<file path="config.mk">
export PLATFORM = sky130hd
export DESIGN_NAME = irq_w1c_ctrl
export DESIGN_NICKNAME = d
export VERILOG_FILES = /design/src/rtl/irq_w1c_pkg.sv /design/src/rtl/irq_prio_enc.sv /design/src/rtl/irq_w1c_ctrl.sv
export SDC_FILE = /design/constraint.sdc
export NUM_CORES = 1
export LEC_CHECK = 0
export ABC_CLOCK_PERIOD_IN_PS = 1500
export BUFFER_PORTS_ARGS = -buffer_cell sky130_fd_sc_hd__buf_4
export CORE_MARGIN = 1.5
export CORE_UTILIZATION = 45
export CTS_BUF_LIST = sky130_fd_sc_hd__clkbuf_8 sky130_fd_sc_hd__clkbuf_16
export DETAILED_ROUTE_END_ITERATION = 8
export PLACE_DENSITY_LB_ADDON = 0.1
export SLEW_MARGIN = 20
export SYNTH_ARGS = -nofsm -noshare
export SYNTH_HDL_FRONTEND = slang
export SYNTH_SLANG_ARGS = --single-unit
</file>
<file path="constraint.sdc">
create_clock -name clk -period 1.5 [get_ports clk]
set_input_delay 0.3 -clock clk [delete_from_list [all_inputs] [get_ports clk]]
set_output_delay 0.3 -clock clk [all_outputs]
set_load 0.03 [all_outputs]
</file>
<file path="src/rtl/irq_w1c_pkg.sv">
// Shared constants for the W1C interrupt controller: register addresses and FSM state encoding.
package irq_w1c_pkg;

  localparam logic [1:0] ADDR_STATUS  = 2'd0;
  localparam logic [1:0] ADDR_ENABLE  = 2'd1;
  localparam logic [1:0] ADDR_PENDING = 2'd2;
  localparam logic [1:0] ADDR_VECTOR  = 2'd3;

  typedef enum logic [1:0] {
    IDLE   = 2'd0,
    ASSERT = 2'd1,
    GAP    = 2'd2
  } irq_state_e;

endpackage

</file>
<file path="src/rtl/irq_prio_enc.sv">
// Fixed-priority encoder: reports whether any request is set and the lowest set index (bit 0 wins).
module irq_prio_enc #(
  parameter int N_SRC = 8,
  parameter int VEC_W = $clog2(N_SRC)
) (
  input  logic [N_SRC-1:0] i_req,
  output logic             o_found,
  output logic [VEC_W-1:0] o_idx
);

  always_comb begin
    o_found = |i_req;
    o_idx   = '0;
    // Scan downward so the lowest set index is the last one written.
    for (int i = N_SRC - 1; i >= 0; i--) begin
      if (i_req[i]) o_idx = VEC_W'(i);
    end
  end

endmodule

</file>
<file path="src/rtl/irq_w1c_ctrl.sv">
// W1C status/enable bank with a fixed-priority IDLE/ASSERT/GAP sequencer driving irq/irq_vec.
// IRQ_W1C_COALESCE_EN stretches GAP to HOLDOFF cycles using a down-counter loaded on ack.
module irq_w1c_ctrl
  import irq_w1c_pkg::*;
#(
  parameter int N_SRC = 8,
  parameter int VEC_W = $clog2(N_SRC)
`ifdef IRQ_W1C_COALESCE_EN
  , parameter int HOLDOFF = 4
`endif
) (
  input  logic             clk,
  input  logic             rst_n,
  input  logic [N_SRC-1:0] i_src_evt,
  input  logic             i_reg_wr,
  input  logic [1:0]       i_reg_addr,
  input  logic [N_SRC-1:0] i_reg_wdat,
  output logic [31:0]      o_reg_rdat,
  output logic             o_irq,
  output logic [VEC_W-1:0] o_irq_vec,
  input  logic             i_irq_ack
);

  logic [N_SRC-1:0] r_status;
  logic [N_SRC-1:0] r_enable;
  logic [N_SRC-1:0] w_pending;
  logic [N_SRC-1:0] w_w1c;
  logic [N_SRC-1:0] w_ack_clr;
  logic             w_ack;
  logic             w_found;
  logic [VEC_W-1:0] w_enc_idx;

  irq_state_e       r_state;
  irq_state_e       w_state_nxt;
  logic             r_irq;
  logic [VEC_W-1:0] r_vec;
  logic             w_irq_nxt;
  logic [VEC_W-1:0] w_vec_nxt;
  logic             w_gap_done;

  assign w_pending = r_status & r_enable;
  assign w_ack     = i_irq_ack && (r_state == ASSERT);
  assign w_w1c     = (i_reg_wr && (i_reg_addr == ADDR_STATUS)) ? i_reg_wdat : '0;
  assign w_ack_clr = w_ack ? (N_SRC'(1) << r_vec) : '0;

  irq_prio_enc #(
    .N_SRC (N_SRC),
    .VEC_W (VEC_W)
  ) u_prio_enc (
    .i_req   (w_pending),
    .o_found (w_found),
    .o_idx   (w_enc_idx)
  );

  // A new event always beats a same-cycle clear from software or from the ack.
  always_ff @(posedge clk or negedge rst_n) begin
    if (!rst_n) begin
      r_status <= '0;
      r_enable <= '0;
    end else begin
      r_status <= i_src_evt | (r_status & ~(w_w1c | w_ack_clr));
      if (i_reg_wr && (i_reg_addr == ADDR_ENABLE)) r_enable <= i_reg_wdat;
    end
  end

`ifdef IRQ_W1C_COALESCE_EN
  localparam int CNT_W = $clog2(HOLDOFF + 1);
  logic [CNT_W-1:0] r_hold;

  // Loaded with HOLDOFF-1 so that GAP spans exactly HOLDOFF cycles.
  always_ff @(posedge clk or negedge rst_n) begin
    if (!rst_n) begin
      r_hold <= '0;
    end else if (w_ack) begin
      r_hold <= CNT_W'(HOLDOFF - 1);
    end else if ((r_state == GAP) && (r_hold != '0)) begin
      r_hold <= r_hold - 1'b1;
    end
  end

  assign w_gap_done = (r_hold == '0);
`else
  assign w_gap_done = 1'b1;
`endif

  always_ff @(posedge clk or negedge rst_n) begin
    if (!rst_n) begin
      r_state <= IDLE;
      r_irq   <= 1'b0;
      r_vec   <= '0;
    end else begin
      r_state <= w_state_nxt;
      r_irq   <= w_irq_nxt;
      r_vec   <= w_vec_nxt;
    end
  end

  always_comb begin
    w_state_nxt = r_state;
    case (r_state)
      IDLE:    if (w_found) w_state_nxt = ASSERT;
      ASSERT: begin
        if (w_ack)                   w_state_nxt = GAP;
        else if (!w_pending[r_vec])  w_state_nxt = IDLE;
      end
      GAP:     if (w_gap_done) w_state_nxt = IDLE;
      default: w_state_nxt = IDLE;
    endcase
  end

  always_comb begin
    w_irq_nxt = (w_state_nxt == ASSERT);
    w_vec_nxt = r_vec;
    if ((r_state == IDLE) && w_found) w_vec_nxt = w_enc_idx;
  end

  assign o_irq     = r_irq;
  assign o_irq_vec = r_vec;

  always_comb begin
    o_reg_rdat = '0;
    case (i_reg_addr)
      ADDR_STATUS:  o_reg_rdat = 32'(r_status);
      ADDR_ENABLE:  o_reg_rdat = 32'(r_enable);
      ADDR_PENDING: o_reg_rdat = 32'(w_pending);
      ADDR_VECTOR:  o_reg_rdat = 32'({r_irq, r_vec});
      default:      o_reg_rdat = '0;
    endcase
  end

endmodule

</file>
==> Word-level counts from Yosys, hierarchy flattened <==
Cells that the tools add are included.
{ "totals": {"ff_bits": 22, "inputBits": 22, "output_inout_bits": 36, "elab_cells": 41} }
{ "op_classes": {"magnitude_cmp": 1, "eq_ne": 5, "shift": 1, "mux": 17, "bitwise_logic": 5, "n_reduce_logical": 7} }
{ "ops": {"columns": ["op", "count"], "rows": [
  ["32-bit case mux with 4 select lines", 1],
  ["3-bit 2-to-1 mux", 8],
  ["8-bit bitwise AND", 2],
  ["8-bit 2-to-1 mux", 2],
  ["8-bit bitwise OR", 2],
  ["8-bit inverter", 1],
  ["8-bit OR reduction", 1],
  ["1-bit by 3-bit left shift with 8-bit output, first input constant", 1],
  ["2-bit by 1-bit equality test with 1-bit output, second input constant", 3],
  ["2-bit 2-to-1 mux", 3],
  ["2-bit equality test, second input constant", 2],
  ["1-bit logical AND", 4],
  ["2-bit logical NOT", 2],
  ["3-bit by 4-bit less-than comparator with 1-bit output, second input constant", 1],
  ["2-bit case mux with 2 select lines", 1],
  ["1-bit binary-select mux with 3-bit select", 1],
  ["1-bit 2-to-1 mux", 1]
]} }

==> Longest topological paths before layout <==
{ "depth": {"ltp_word": 9, "mapped_depth": 4} }

==> By module <==
A second synthesis with hierarchy kept.
{ "unflattened": {"hier_cells": 159, "hier_area_um2": 1430.1} }
{ "by_module_without_submodules": {"columns": ["module", "n_inst", "cells_per_inst", "area_per_inst_um2"], "rows": [
  ["irq_w1c_ctrl", 1, 146, 1348.8],
  ["irq_prio_enc", 1, 13, 81.3]
]} }

==> Worst setup path after synthesis <==
OpenSTA, ideal clock, no wires.
{ "synth_path": {"path_kind": "input-to-output", "startpoint": "input i_reg_addr[0]", "endpoint": "output o_reg_rdat[3]", "arrival_ps": 1335, "t_required_ps": 1200, "slack_ps": -135, "cell_stages": 4, "path_cell_list": "buf_2 buf_2 o22ai_1 a21oi_1"} }
{ "synth_via": {"elab_chain_cells": 2} }
{ "synth_lines": {"columns": ["element", "line", "source"], "rows": [
  ["start: declaration", "irq_w1c_ctrl.sv:16", "input logic [1:0] i_reg_addr,"],
  ["2-bit equality test (tied with other cells)", "irq_w1c_ctrl.sv:122", "case (i_reg_addr)"],
  ["32-bit case mux with 4 select lines *", "irq_w1c_ctrl.sv:122", null],
  ["end: declaration", "irq_w1c_ctrl.sv:18", "output logic [31:0] o_reg_rdat,"]
]} }
Every way passes the cells marked *; elsewhere a longest branch is shown, timed or not. The select of a mux whose other input is x is not followed.

==> Worst setup path in the final report <==
{ "layout_path": {"startpoint": "register r_vec[1] (netlist: o_irq_vec[1])", "endpoint": "output o_reg_rdat[1]"} }
{ "layout_via": {"elab_chain_cells": 1} }
{ "layout_lines": {"columns": ["element", "line", "source"], "rows": [
  ["start: declaration", "irq_w1c_ctrl.sv:36", "logic [VEC_W-1:0] r_vec;"],
  ["start signal: assignment", "irq_w1c_ctrl.sv:94", "r_vec <= w_vec_nxt;"],
  ["32-bit case mux with 4 select lines", "irq_w1c_ctrl.sv:122", null]
]} }
Every way passes these cells. The select of a mux whose other input is x is not followed.

==> qor.csv <==
stage;metric;value;unit
synthesis;Yosys cell types;29;
power;Leak;0.844;nW
global_route;M2 GR Usage;0.338;
finish;antenna cells;0;
timing;endpoints failing hold;0;
global_route;largest net degree at the start of global routing;23;
global_route;most used routing layer;met2;
placed_design;placed wire-length estimate;2570;um
floorplan;Initial Util;0.471;
synthesis;gate count of the mapped netlist;148;
floorplan;Die X-Extent;59.3;um
power;VDD IR-drop max;0.000700;V
timing;fmax;672;MHz
synthesis;Post-Syn Area;1430;um^2
drt;drt drc;0;
power;pwr dens;1580;nW/um^2
worst_setup_path;slowest CP cell;dfrtp_2;
drt;Final Routed Wirelength;3430;um
flow_run;max-cap violation count;0;
synthesis;Seq/Total Area, Yosys;0.386;
finish;fin nets;217;
worst_setup_path;delay-heaviest family, CP;flip-flops;
global_route;number of global-route vias before repair;1120;
global_route;gr usage total;0.206;
finish;Area growth, synth to finish;30.4;%
synthesis;largest family of logic cells by synthesized area;compound AO/OA/AOI/OAI gates;
drt;drt pass-1 iters;4;
finish;most frequent cells in the layout;40 x buf_4, 24 x conb_1, 23 x nand2_1;
worst_setup_path;Max Fanout on Critical Path;2;
power;Clock power frac;0.190;
clock_network;Longest Clk Path Bufs;2;
timing;RSZ-0062 raised after global routing;true;
worst_setup_path;worst-path cell chain;buf_6 > mux2i_1 > a21oi_2 > buf_6;
worst_setup_path;Worst setup SP type;register;
synthesis;simple-gate share of the synthesized area;0.140;
placed_design;gpl congestion;0.835;
worst_setup_path;largest stage delay on the critical path;430;ps
synthesis;Top FF cell, synth;dfrtp_1;
timing;skew final;7.19;ps
finish;final cell utilization of the core;0.615;
synthesis;asr flop ratio synth;1.00;
drt;Initial DRC Count;54;
global_route;initial antenna violation count;0;
clock_network;CTS HTree Levels;1;
worst_setup_path;Worst Path Required;1200;ps
worst_setup_path;CP bufs+invs;2;
timing;Tmin final;1490;ps
run_status;status;finished clean;
power;internal power;1.77;mW
clock_network;CTS tree;done;
global_route;remaining global-route overflow;0;
clock_network;Inserted Clock Buffers;3;
synthesis;post-synthesis compound-gate area fraction;0.167;
synthesis;number of flops mapped to enable cells by yosys;0;
clock_network;clk root buf;clkbuf_8;
floorplan;Die Height;59.3;um
worst_setup_path;Crit. End Element;output pin;
synthesis;multiplexer area fraction after synthesis;0.158;
power;switching power;1.16;mW
timing;Final Max Slew Viols;0;
global_route;met1 Track Usage GR;0.278;
finish;commonest non-fill, non-tap cell in the layout;buf_4;
clock_network;Clk pin slew, worst setup/hold paths;90;ps
placed_design;Area after DPL;1700;um^2
placed_design;input/output buffers;33;
drt;Vias per Instance;5.28;
drt;WL per Instance;14.4;um
synthesis;Mapped Avg Cell Area;9.65;um^2
power;Switching Share;0.396;
timing;Setup-failing EPs final;0;
drt;Routed Antenna Nets;0;
synthesis;yosys synthesis warning count;0;
floorplan;floorplan row count;20;
clock_network;Clock Latency Late Sink;260;ps
floorplan;area of the core;3030;um^2
worst_setup_path;Crit path arrival time;1190;ps
synthesis;number of synthesized register bits;22;
global_route;GR Util met3;0.0371;
synthesis;xor and xnor area share after synthesis;0;
worst_setup_path;Crit Path Class;register to output pin;
placed_design;placed cells;228;
finish;Final Non-Filler Cells;238;
finish;Final Instance Area;1860;um^2
min_path;Hold WC Path Type;input port to register;
power;logic gate share of total power;0.499;
floorplan;Die ar.;3520;um^2
global_route;global-route wire length before repair;5390;um
synthesis;Adder-Cell Fraction of Synth Area;0;
timing;period utilization;0.992;
drt;vias;1256;
power;Flop pwr share;0.310;
clock_network;clock net sink count;22;
worst_setup_path;most frequent CP cell;buf_6;
floorplan;I/O pin count;58;
finish;share of cells above drive strength 1;0.412;
-- per-stage QoR --
stage | power (mW) | setup WS (ps) | hold WS [ps] | setup TNS (ps)
after floorplan | 1.83 | -134 | 4.41 | -267
after global placement | 2.18 | 114 | 210 | 0
after detailed placement | 2.21 | 101 | 214 | 0
after CTS | 2.86 | 0.0290 | 216 | 0
after global routing | 3.11 | -63.3 | 207 | -201
final | 2.94 | 11.8 | 219 | 0
-- path summary, 6_finish.rpt --
kind | startpoint | end | slack, ps | depth (start not counted)
max in group asynchronous | rst_n | o_irq_vec[2] | 790 | 2
max | o_irq_vec[1] | o_reg_rdat[1] | 10 | 4
min | i_src_evt[7] | r_status[7] | 220 | 2
min in group asynchronous | rst_n | r_enable[4] | 460 | 2
min reg2reg | r_enable[6] | r_enable[6] | 570 | 1
max reg2reg | r_enable[0] | o_irq_vec[0] | 20 | 4
-- cell families (layout without fill, tap and decap cells) --
family | Yosys count | after routing
compound gates | 34 | 34
buf+inv | 30 | 53
flops | 22 | 22
mux | 19 | 19
other cells | 1 | 24
simple gates | 42 | 42
-- routing by layer --
| metal | wire length [um] | part of all wire |
|---|---|---|
| met1 | 1500 | 0.44 |
| met3 | 184 | 0.054 |
| met5 | 0 | 0 |
| met2 | 1680 | 0.49 |
| met4 | 56 | 0.016 |
-- cell type report --
class	instances	area (um^2)
Sequential cell	22	556
Tap cell	44	55.1
Inverter	1	3.75
Timing Repair Buffer	48	389
Fill cell	272	1170
Clock inverter	1	30.0
Multi-Input combinational cell	119	787
Clock buffer	3	41.3
-- synthesized netlist by cell type, types with 2 or more instances --
cell type / n / area (um^2)
buf_4: 24 / 180
nand2_1: 23 / 86.3
dfrtp_1: 22 / 551
mux2i_1: 9 / 90.1
mux2_2: 8 / 90.1
o22ai_1: 8 / 50.1
a21oi_1: 7 / 35.0
a31o_2: 6 / 52.6
buf_2: 5 / 25.0
nor2_1: 5 / 18.8
a22oi_1: 4 / 30.0
nor2b_1: 4 / 25.0
a31o_1: 3 / 26.3
nand3_1: 3 / 15.0
a21o_1: 2 / 15.0
mux4_2: 2 / 45.0
-- sequential cells by signal, indices dropped and copies added, names as in the netlist --
name       flops
o_irq          1
o_irq_vec      3
r_enable       8
r_state        2
r_status       8
-- worst register-to-register path, stage by stage (launching register included) --
cell and delay [ps]:
dfrtp_1 410, buf_4 140, a22oi_1 320, a41oi_2 250, a31o_1 260
-- power by group through the flow --
| stage | sequential (mW) | clock [mW] | combinational (mW) |
|---|---|---|---|
| global placement | 0.922 | 0 | 1.26 |
| global route | 0.933 | 0.602 | 1.58 |
| CTS | 0.893 | 0.572 | 1.39 |
| finish | 0.911 | 0.559 | 1.47 |
| detailed placement | 0.932 | 0 | 1.27 |
| floorplan | 0.970 | 0 | 0.857 |
-- what timing repair did --
item / in CTS / in global routing
endpoints found under the hold margin: 22 / 0
hold buffers: 1 / 0
resized for setup: 3 / 10
setup endpoints to repair: 2 / 7
setup buffers: 3 / 2
pin swaps: 2 / 3
Note: power is estimated with default switching activity, not from simulation.
